--- src/rtl/lifo_reader.sv ---
// -----------------------------------------------------------------------------
// lifo_reader
//
// Drains a burst of words from a LIFO and presents them as a valid/ready
// stream, most recently stored word first. A burst starts from IDLE on
// start_i. The burst length is len_i clipped to the current LIFO level, or the
// whole LIFO level when len_i is zero. The length is latched at start, so later
// LIFO writes or len_i changes do not affect a running burst.
//
// A two-entry buffer absorbs the one-cycle LIFO read latency. While the buffer
// is empty, the word returned by an in-flight pop is forwarded directly from
// q_i. This keeps a continuous pop stream at one word per cycle when ready_i is
// held high. Pop requests depend only on registered state and empty_i.
//
// Ports
//   clk_i    : clock, all logic on the rising edge
//   arstn_i  : asynchronous active-low reset
//   start_i  : burst request, sampled only in IDLE
//   len_i    : requested word count, 0 = all stored words
//   rdreq_o  : pop request to the LIFO
//   q_i      : LIFO read data, valid the cycle after an accepted pop
//   empty_i  : LIFO empty flag
//   usedw_i  : LIFO fill level
//   data_o   : stream data
//   valid_o  : stream valid
//   ready_i  : stream ready, a word moves when valid_o && ready_i
//   last_o   : final word of the burst, qualified by valid_o
//   busy_o   : high whenever the FSM is not in IDLE
//   done_o   : one-cycle pulse when the burst has completed
// -----------------------------------------------------------------------------
module lifo_reader #(
  parameter int DWIDTH = 16,
  parameter int AWIDTH = 8
) (
  input  logic              clk_i,
  input  logic              arstn_i,
  input  logic              start_i,
  input  logic [AWIDTH:0]   len_i,
  output logic              rdreq_o,
  input  logic [DWIDTH-1:0] q_i,
  input  logic              empty_i,
  input  logic [AWIDTH:0]   usedw_i,
  output logic [DWIDTH-1:0] data_o,
  output logic              valid_o,
  input  logic              ready_i,
  output logic              last_o,
  output logic              busy_o,
  output logic              done_o
);

  typedef enum logic [1:0] {
    IDLE  = 2'd0,
    POP   = 2'd1,
    FLUSH = 2'd2
  } state_t;

  localparam logic [AWIDTH:0] ONE = 1;

  state_t              state;
  state_t              state_next;
  logic [AWIDTH:0]     eff_len;     // burst length latched at start
  logic [AWIDTH:0]     pops_left;   // pops still to be issued
  logic [AWIDTH:0]     words_left;  // words still to be transferred
  logic                in_flight;   // a pop was issued last cycle, q_i is valid now
  logic [1:0]          occupancy;   // words held in the buffer
  logic [1:0]          credits;     // buffered plus in-flight words
  logic                wr_ptr;
  logic                rd_ptr;
  logic [DWIDTH-1:0]   buf_mem [2];
  logic                xfer;

  // Effective length: all stored words on len_i == 0, otherwise min(len, level).
  // NOTE: every signal assigned in always_comb gets a default first, so no
  // path through the block can leave it unassigned and infer a latch.
  always_comb begin
    eff_len = len_i;
    if (len_i == '0 || len_i > usedw_i) begin
      eff_len = usedw_i;
    end
  end

  // A new pop is issued only if the buffer can still hold every word already
  // returned or in flight. ready_i does not take part, so no stream handshake
  // path reaches the LIFO.
  assign credits = occupancy + {1'b0, in_flight};
  assign rdreq_o = (state == POP) && !empty_i && (pops_left != '0) && (credits < 2'd2);

  // With an empty buffer the head of the stream is the word arriving on q_i.
  // That word is also written into buf_mem[wr_ptr], which equals rd_ptr then.
  // A stall therefore keeps presenting the same word, now from the buffer.
  assign valid_o = (occupancy != 2'd0) || in_flight;
  assign data_o  = (occupancy == 2'd0 && in_flight) ? q_i : buf_mem[rd_ptr];
  assign xfer    = valid_o && ready_i;
  assign last_o  = valid_o && (words_left == ONE);
  assign busy_o  = (state != IDLE);
  assign done_o  = (state == FLUSH) && (words_left == '0) && !in_flight && (occupancy == 2'd0);

  always_comb begin
    state_next = state;
    case (state)
      IDLE: begin
        if (start_i) begin
          state_next = (eff_len == '0) ? FLUSH : POP;
        end
      end
      POP: begin
        if (pops_left == '0 || (rdreq_o && pops_left == ONE)) begin
          state_next = FLUSH;
        end
      end
      FLUSH: begin
        if (done_o) begin
          state_next = IDLE;
        end
      end
      default: state_next = IDLE;
    endcase
  end

  // NOTE: sequential state uses non-blocking assignments so that every
  // register samples pre-edge values, independent of statement order.
  always_ff @(posedge clk_i or negedge arstn_i) begin
    if (!arstn_i) begin
      state <= IDLE;
    end else begin
      state <= state_next;
    end
  end

  always_ff @(posedge clk_i or negedge arstn_i) begin
    if (!arstn_i) begin
      pops_left  <= '0;
      words_left <= '0;
      in_flight  <= 1'b0;
    end else begin
      // An in-flight pop is forgotten on reset, so its word is never shown.
      in_flight <= rdreq_o;
      if (state == IDLE && start_i) begin
        pops_left  <= eff_len;
        words_left <= eff_len;
      end else begin
        if (rdreq_o) begin
          pops_left <= pops_left - ONE;
        end
        if (xfer) begin
          words_left <= words_left - ONE;
        end
      end
    end
  end

  // Every returned word is captured one cycle after its pop, whatever the
  // handshake. A word taken straight from q_i is dropped again by advancing
  // rd_ptr, so occupancy is unchanged.
  // NOTE: the two buffer entries are reset because data_o must read 0 during
  // and after reset; larger memories would normally be left unreset.
  always_ff @(posedge clk_i or negedge arstn_i) begin
    if (!arstn_i) begin
      buf_mem[0] <= '0;
      buf_mem[1] <= '0;
      wr_ptr     <= 1'b0;
      rd_ptr     <= 1'b0;
      occupancy  <= 2'd0;
    end else begin
      if (in_flight) begin
        buf_mem[wr_ptr] <= q_i;
        wr_ptr          <= ~wr_ptr;
      end
      if (xfer) begin
        rd_ptr <= ~rd_ptr;
      end
      occupancy <= occupancy + {1'b0, in_flight} - {1'b0, xfer};
    end
  end

endmodule

--- config.mk ---
export PLATFORM = sky130hd
export DESIGN_NAME = lifo_reader
export DESIGN_NICKNAME = d
export VERILOG_FILES = /design/src/rtl/lifo_reader.sv
export SDC_FILE = /design/constraint.sdc
export NUM_CORES = 1
export LEC_CHECK = 0
export ABC_AREA = 1
export CAP_MARGIN = 25
export CELL_PAD_IN_SITES_DETAIL_PLACEMENT = 1
export CELL_PAD_IN_SITES_GLOBAL_PLACEMENT = 2
export CORE_AREA = 3 3 115 117
export CTS_BUF_LIST = sky130_fd_sc_hd__clkbuf_8
export CTS_CLUSTER_SIZE = 30
export DETAILED_ROUTE_END_ITERATION = 7
export DIE_AREA = 0 0 118 120
export PLACE_DENSITY = 0.75
export RECOVER_POWER = 100
export SLEW_MARGIN = 20
export SYNTH_ARGS = -nofsm -noshare
export SYNTH_HDL_FRONTEND = slang
export SYNTH_SLANG_ARGS = --single-unit
--- constraint.sdc ---
create_clock -name clk_i -period 5.6 [get_ports clk_i]
set_clock_uncertainty 0.2 [all_clocks]
set_input_delay 1.68 -clock clk_i [delete_from_list [all_inputs] [get_ports clk_i]]
set_output_delay 1.68 -clock clk_i [all_outputs]
set_load 0.02 [all_outputs]
After elaboration in Yosys (flattened, before gate mapping)
Cells that the tools add are included.

Add/subtract/negate cells: 4. Order comparisons: 5. Equal/unequal tests: 7. Mux-type cells: 17. Bitwise gates (word level): 4. Reduce and logical (&&, ||, !) cells: 29.

Operator list (number): $mux W16 (5); $mux W9 (5); $logic_not A9 Y1 (4); $bwmux W32 (1); $eq A9 B1 Y1 const B (2); $sub A9 B1 Y9 const B (2); $demux W16 S1 (1); $logic_and A1 B1 Y1 (12); $gt A9 B9 Y1 (1); $reduce_bool A9 Y1 (1); $mux W2 (4); $reduce_bool A2 Y1 (4); $pmux W2 S3 (1); $ge A2 B2 Y1 const B (2); $logic_not A2 Y1 (2); $ne A2 B2 Y1 const B (2); $not A1 Y2 (2); $logic_or A1 B1 Y1 (3); $reduce_and A3 Y1 (1); $add A2 B1 Y2 (1); $eq A2 B1 Y1 const B (1); $eq A2 B2 Y1 const B (1); $logic_not A1 Y1 (2); $lt A2 B1 Y1 const B (1); other kinds (4) (5).

Register bits after elaboration: 57. Input port bits: 39. Logic and storage cells: 75.

Depth between registers and ports, before layout
Gate-level depths: netlist of the first run.

Word-level depth: 8. Gate-level depth with buffers: 18. Mapped depth without buffers: 18.

Least setup slack after synthesis of the first run
Ideal clock, no wire load.

Path kind: input to output. From: input port empty_i. To: output port rdreq_o. Arrival: 2.179 ns. Data required time: 3.720 ns. Setup slack: 1.541 ns. Stages: 3. Buffers on the path: 0. Path through: nor2_1 -> nand3_1 -> inv_1.

Cells in the longest elaborated chain, start to end: 4.

Ends and longest elaborated chain: start, declared (RTL line 41) `input logic empty_i,`; $logic_not A1 Y1 (RTL line 86) `assign rdreq_o = (state == POP) && !empty_i && (pops_left != '0) && (credits < 2'd2);`; $logic_and A1 B1 Y1 (3 in a row) (RTL line 86); end, declared (RTL line 39) `output logic rdreq_o,`.

Every way passes these cells.

Final worst setup path of the first run
Ends and elaborated chain as after synthesis.

==> summary.md, run 1 <==
| Metric | Value |
|---|---|
| Switching pwr | `0.000948 W` |
| Port Buf Inserts | `59` |
| GPL Wtd Cong | `0.761` |
| CP max-delay cell | `dlygate4sd3_1` |
| Synth Instances | `444` |
| Hold depth | `2` |
| Most instantiated cells after synthesis | `nand2_1 (118), dfrtp_1 (57), inv_1 (52)` |
| Total Neg Setup Slack | `0 ns` |
| EDFF count, synth | `0` |
| Worst Hold Path EP | `buf_mem[22]` |
| Critical path type | `in2out` |
| Total setup buffers inserted after CTS | `0` |
| Crit path time final | `5.14 ns` |
| Number of buffers created by CTS | `9` |
| Period utilization | `91.7%` |
| Overflow after GRT | `0` |
| Worst Min Path Start | `buf_mem[22]` |
| Post-synthesis cell area | `3390 um^2` |
| Clock sink total | `57` |
| Reg-to-reg startpoint | `in_flight` |
| Failing checks | `capacitance limit, slew limit` |
| Clk pin slew, worst setup/hold paths | `0.07 ns` |
| Compound-Gate Fraction of Synth Area | `13.3%` |
| Internal power | `0.00127 W` |
| Synth Area in Adders | `5.54%` |
| Main combinational cell family by area after synthesis | `simple AND/OR/NAND/NOR gates` |
| Largest cells by area after synthesis | `dfrtp_1 (42%), nand2_1 (13%), o21ai_0 (6.2%)` |
| Switching Fraction | `42.8%` |
| Pin count of the biggest net entering global routing | `58` |
| CP peak stage delay | `0.68 ns` |
| N_diodes | `0` |
| CTS root buf | `clkbuf_8` |
| Drt pass-1 iters | `4` |
| Storage element area | `1430 um^2` |
| GRT Total Usage | `13.8%` |
| Post-synthesis sequential area ratio | `42.1%` |
| Clk buf depth | `2` |
| R2r setup slk | `3.24 ns` |
| Die Ht | `120 um` |
| Routed WL per cell | `13.7 um` |
| CP Max Fanout | `3` |
| Unrepaired setup endpoints after global routing | `no` |
| Vias per Instance | `4.56` |
| Critical Path RT | `3.72 ns` |
| Nets | `559` |
| Post-CTS sizing | `0` |
| Final hold violations | `0` |
| Area delta synth->final | `28.0%` |
| Post-synth ARST share | `100%` |
| Simple-gate share of the synthesized area | `28.4%` |
| Leakage power | `2.11 nW` |
| Htree depth | `3` |
| Worst r2r path cells | `3` |
| VDD IR max | `0.180 mV` |
| Avg Cell Area, Syn | `7.63 um^2` |
| Sequential Power Share | `33.7%` |
| Max Slew Vio Count | `92` |
| Hold/Removal Path Class | `reg2reg` |
| DRT Wirelength | `9.31 mm` |
| Mux contribution to synthesized area | `0%` |
| Synthesis-stage register bit count | `57` |
| Number of fillers in the final layout | `1,535` |
| Hold_buf cts | `0` |
| Initial antenna violation count | `0` |
| Starting Density | `27.2%` |
| Number of max-cap violations | `2` |
| Core area | `12,500 um^2` |
| Startpoint Class | `input pin` |
| Share of cells above drive strength 1 | `5.91%` |
| Max-Slew Margin vs Limit | `-109%` |
| IO Pins | `60` |
| Hold Slack | `0.286 ns` |
| Post-layout util | `34.8%` |
| Clk Latency, worst-skew pair | `0.33 ns` |
| Vias | `3,103` |
| Number of global-route vias before repair | `3,193` |
| Post-Synth XOR/XNOR Area | `2.84%` |
| Main synth FF type | `dfrtp_1` |
| Power per cell area | `510 nW/um^2` |
| DRT antenna net count | `0` |
| Leading cell type by number of instances after synthesis | `nand2_1` |
| Final setup viols | `0` |
| Combinational share of power | `49.5%` |
| Post-synth top area share | `42.1%` |
| Clock power frac | `16.8%` |
| Width of the die | `118 um` |
| DRC errors left | `0` |
| Core Rows | `41` |
| Crit-path cells | `clkdlybuf4s50_1 > nor2_1 > nand3_1 > inv_1 > dlygate4sd3_1` |
| Syn nets | `498` |
| DIE AREA | `14,200 um^2` |
| Multi-input gate area | `1670 um^2` |
| Worst Tran Pin Value | `3.13 ns` |
| First-pass GRT wire length | `16.0 mm` |
| End of the worst register-to-register path | `buf_mem[18]` |
| Crit path DAT | `3.26 ns` |
| CTS tree | `done` |
| F_max | `195 MHz` |
| Area leader, netlist | `dfrtp_1` |
| DRT iter0 DRCs | `133` |
| Outcome | `complete, but fails checks` |
| Distinct cells, synth | `34` |
| Yosys warns | `0` |
| Critical path capture point type | `output pin` |
| Final HPWL DP | `7.04 mm` |
[logic make-up after synthesis]
family                     count (synthesis)
xor gates and xnor gates                  11
and+or+nand+nor                          212
adders and majority gates                 15
DFF                                       57
buffers and inverters                     71
AOI/OAI and AO/OA                         78
[flip-flops by register name, indices dropped and copies added (netlist names)]
name / count
wr_ptr: 1
occupancy: 2
words_left: 9
pops_left: 9
in_flight: 1
state: 2
buf_mem: 32
rd_ptr: 1
[power groups by stage]
stage | Sequential [W] | Combinational, W | Clock (W)
global route | 0.000776 | 0.00124 | 0.000408
global placement | 0.000746 | 0.00113 | 0
floorplan | 0.000720 | 0.000737 | 0
finish | 0.000747 | 0.00110 | 0.000372
detailed placement | 0.000752 | 0.00116 | 0
CTS | 0.000747 | 0.00116 | 0.000386
[worst max-delay path: cells and delay by family]
family                 cells  cell delay [ns]
buffers and inverters      3             1.22
AND/OR/NAND/NOR            2             0.36
[stage by stage]
step	instance area [um^2]	instances	setup WS, ns	total power [W]
2_1_floorplan	3390	444	1.54	0.00146
3_3_place_gp	4160	664	0.508	0.00187
3_5_place_dp	4160	664	0.510	0.00191
4_1_cts	4350	678	0.496	0.00230
5_1_grt	4340	680	0.369	0.00242
6_report	4340	680	0.462	0.00221
[placed cells by master, fill, tap and decap left out, drive strengths merged, types with 3 or more instances in the layout]
cell type,count
clkinv,4
inv,55
o311ai,4
a21oi,4
xor2,9
ha,15
dlygate4sd3,39
buf,5
nor2,45
clkbuf,12
nand4,4
dfrtp,57
nand3,27
nor3,3
nand3b,4
a31oi,18
nand2,123
nor4,3
clkdlybuf4s50,19
o21ai,44
or2,3
[worst max-delay path by stage]
stage | start | endpoint | slack, ns | cells past startpoint
after floorplan | empty_i | rdreq_o | 1.54 | 3
after global placement | empty_i | rdreq_o | 0.51 | 5
after detailed placement | empty_i | rdreq_o | 0.51 | 5
after CTS | empty_i | rdreq_o | 0.50 | 5
after global routing | empty_i | rdreq_o | 0.37 | 5
final | empty_i | rdreq_o | 0.46 | 5
[layout make-up]
type	count	area share (%)
inverters	56	4.84
multi-input cells	316	38.4
flip-flops and latches	57	32.9
clock inverters	4	1.04
well taps	172	4.96
repair buffers	65	14.7
clock buffers	10	3.17
[layer usage]
metal	part of all wire (%)	global-route usage, %	wire [um]	vias up
met5	0	0	0	-
li1	-	-	-	1570
met3	3.3	4.10	308	8
met1	50	18.7	4690	1476
met2	45	22.0	4200	49
met4	1.2	3.00	112	0
No activity file was read; power rests on OpenSTA's default activity.
==> inputs of run 2 (changes only) <==
Settings changed: CORE_AREA 3 3 115 117 to 5 5 117 119, DIE_AREA 0 0 118 120 to 0 0 122 124, MAX_ROUTING_LAYER set to met4.
==> summary.md, run 2 (same netlist as run 1, synthesis figures left out) <==
| Metric | Value |
|---|---|
| Htree depth | `3` |
| Crit path time final | `5.09 ns` |
| Max FFs per register | `32` |
| Critical path type | `in2out` |
| Power per cell area | `522 nW/um^2` |
| Max Slew Vio Count | `73` |
| Final hold violations | `0` |
| Post-CTS sizing | `0` |
| Final setup viols | `0` |
| Failing checks | `capacitance limit, slew limit` |
| Clk buf depth | `2` |
| Multi-input gate area | `1670 um^2` |
| F_max | `197 MHz` |
| Critical Path RT | `3.72 ns` |
| Nets | `559` |
| Unrepaired setup endpoints after global routing | `no` |
| Hold Slack | `0.287 ns` |
| DRT iter0 DRCs | `114` |
| Worst r2r path cells | `3` |
| Post-placement cell count | `664` |
| Number of global-route vias before repair | `3,279` |
| Leakage power | `2.12 nW` |
| Share of cells above drive strength 1 | `6.08%` |
| Critical path capture point type | `output pin` |
| Largest Register | `buf_mem` |
| Number of max-cap violations | `2` |
| Crit path DAT | `3.21 ns` |
| DRT Wirelength | `9.57 mm` |
| CTS tree | `done` |
| Initial antenna violation count | `0` |
| Drt pass-1 iters | `4` |
| Clock sink total | `57` |
| Area delta synth->final | `29.2%` |
| Core area | `12,500 um^2` |
| Clk pin slew, worst setup/hold paths | `0.07 ns` |
| Pin count of the biggest net entering global routing | `39` |
| Worst Tran Pin Value | `2.04 ns` |
| Hold/Removal Path Class | `reg2reg` |
| Design area | `4380 um^2` |
| Die Ht | `124 um` |
| First-pass GRT wire length | `16.1 mm` |
| Placed cell areas | `4160 um^2` |
| Period utilization | `90.9%` |
| Final HPWL DP | `7.16 mm` |
| Hold depth | `2` |
| Commonest cells after routing, fill and taps aside | `nand2_1 (122), dfrtp_1 (57), inv_1 (54), o21ai_0 (43), nor2_1 (41)` |
| Starting Density | `27.2%` |
| DRT antenna net count | `0` |
| Vias per Instance | `4.55` |
| IO Pins | `60` |
| GPL Wtd Cong | `0.788` |
| Core Rows | `41` |
| Non-filler instance count after layout | `682` |
| DRC errors left | `0` |
| CP Max Fanout | `2` |
| CTS root buf | `clkbuf_8` |
| Total setup buffers inserted after CTS | `0` |
| Startpoint Class | `input pin` |
| Biggest regs | `buf_mem (32), pops_left (9), words_left (9)` |
| Max-Slew Margin vs Limit | `-35.8%` |
| VDD IR max | `0.172 mV` |
| Port Buf Inserts | `59` |
| Total Neg Setup Slack | `0 ns` |
| Routed WL per cell | `14.0 um` |
| Clk Latency, worst-skew pair | `0.33 ns` |
| Outcome | `complete, but fails checks` |
| Width of the die | `122 um` |
| Number of buffers created by CTS | `9` |
| Number of fillers in the final layout | `1,541` |
| Most common cell after layout, fill and taps aside | `nand2_1` |
| N_diodes | `0` |
| Vias | `3,106` |
| Storage element area | `1430 um^2` |
| Overflow after GRT | `0` |
| DIE AREA | `15,100 um^2` |
| GRT Total Usage | `13.7%` |
| Hold_buf cts | `0` |
run 2: cell count changes in the layout (fill, tap and decap cells not counted), sizes merged:
cell,change
inv,+2
clkinv,-2
clkinvlp,+2
buf,-1
bufinv,+1
run 2: stage by stage:
stage / utilization, % / power (W) / setup slack, ns
finish: 35.1 / 0.00229 / 0.512
global route: 35.1 / 0.00250 / 0.435
CTS: 35.2 / 0.00238 / 0.519
detailed placement: 33.4 / 0.00192 / 0.537
global placement: 33.4 / 0.00188 / 0.526
floorplan: - / 0.00146 / 1.54
run 2: critical path: stages:
cell	delay, ns
clkdlybuf4s50_1	0.40
nor2_1	0.18
nand3_1	0.17
inv_1	0.10
dlygate4sd3_1	0.68
run 2: final cells by class:
cell class	count	share of cell area [%]
Multi-Input combinational cell	316	38.0
Sequential cell	57	32.6
Timing Repair Buffer	65	14.5
Tap cell	172	4.91
Inverter	56	4.80
Clock buffer	9	2.83
Clock inverter	7	2.31
run 2: power breakdown:
group	switching, W	internal, W
clock network	0.000186	0.000254
logic	0.000659	0.000437
registers	0.000130	0.000618
total	0.000975	0.00131
run 2: routing by layer:
layer	GRT usage, %	up-vias	part of all wire, %
met5	-	-	0
met4	3.22	0	0.74
met3	2.91	4	4.1
met2	22.4	52	46
met1	17.6	1481	49
li1	-	1569	-
run 2: worst paths after layout:
| check | from | endpoint | slack (ns) |
|---|---|---|---|
| max in group asynchronous | arstn_i | words_left[3] | 1.55 |
| min in group asynchronous | arstn_i | buf_mem[16] | 1.72 |
| setup / recovery | empty_i | rdreq_o | 0.51 |
| hold reg to reg | buf_mem[10] | buf_mem[10] | 0.29 |
| setup reg to reg | in_flight | buf_mem[20] | 3.22 |
| hold / removal | buf_mem[10] | buf_mem[10] | 0.29 |
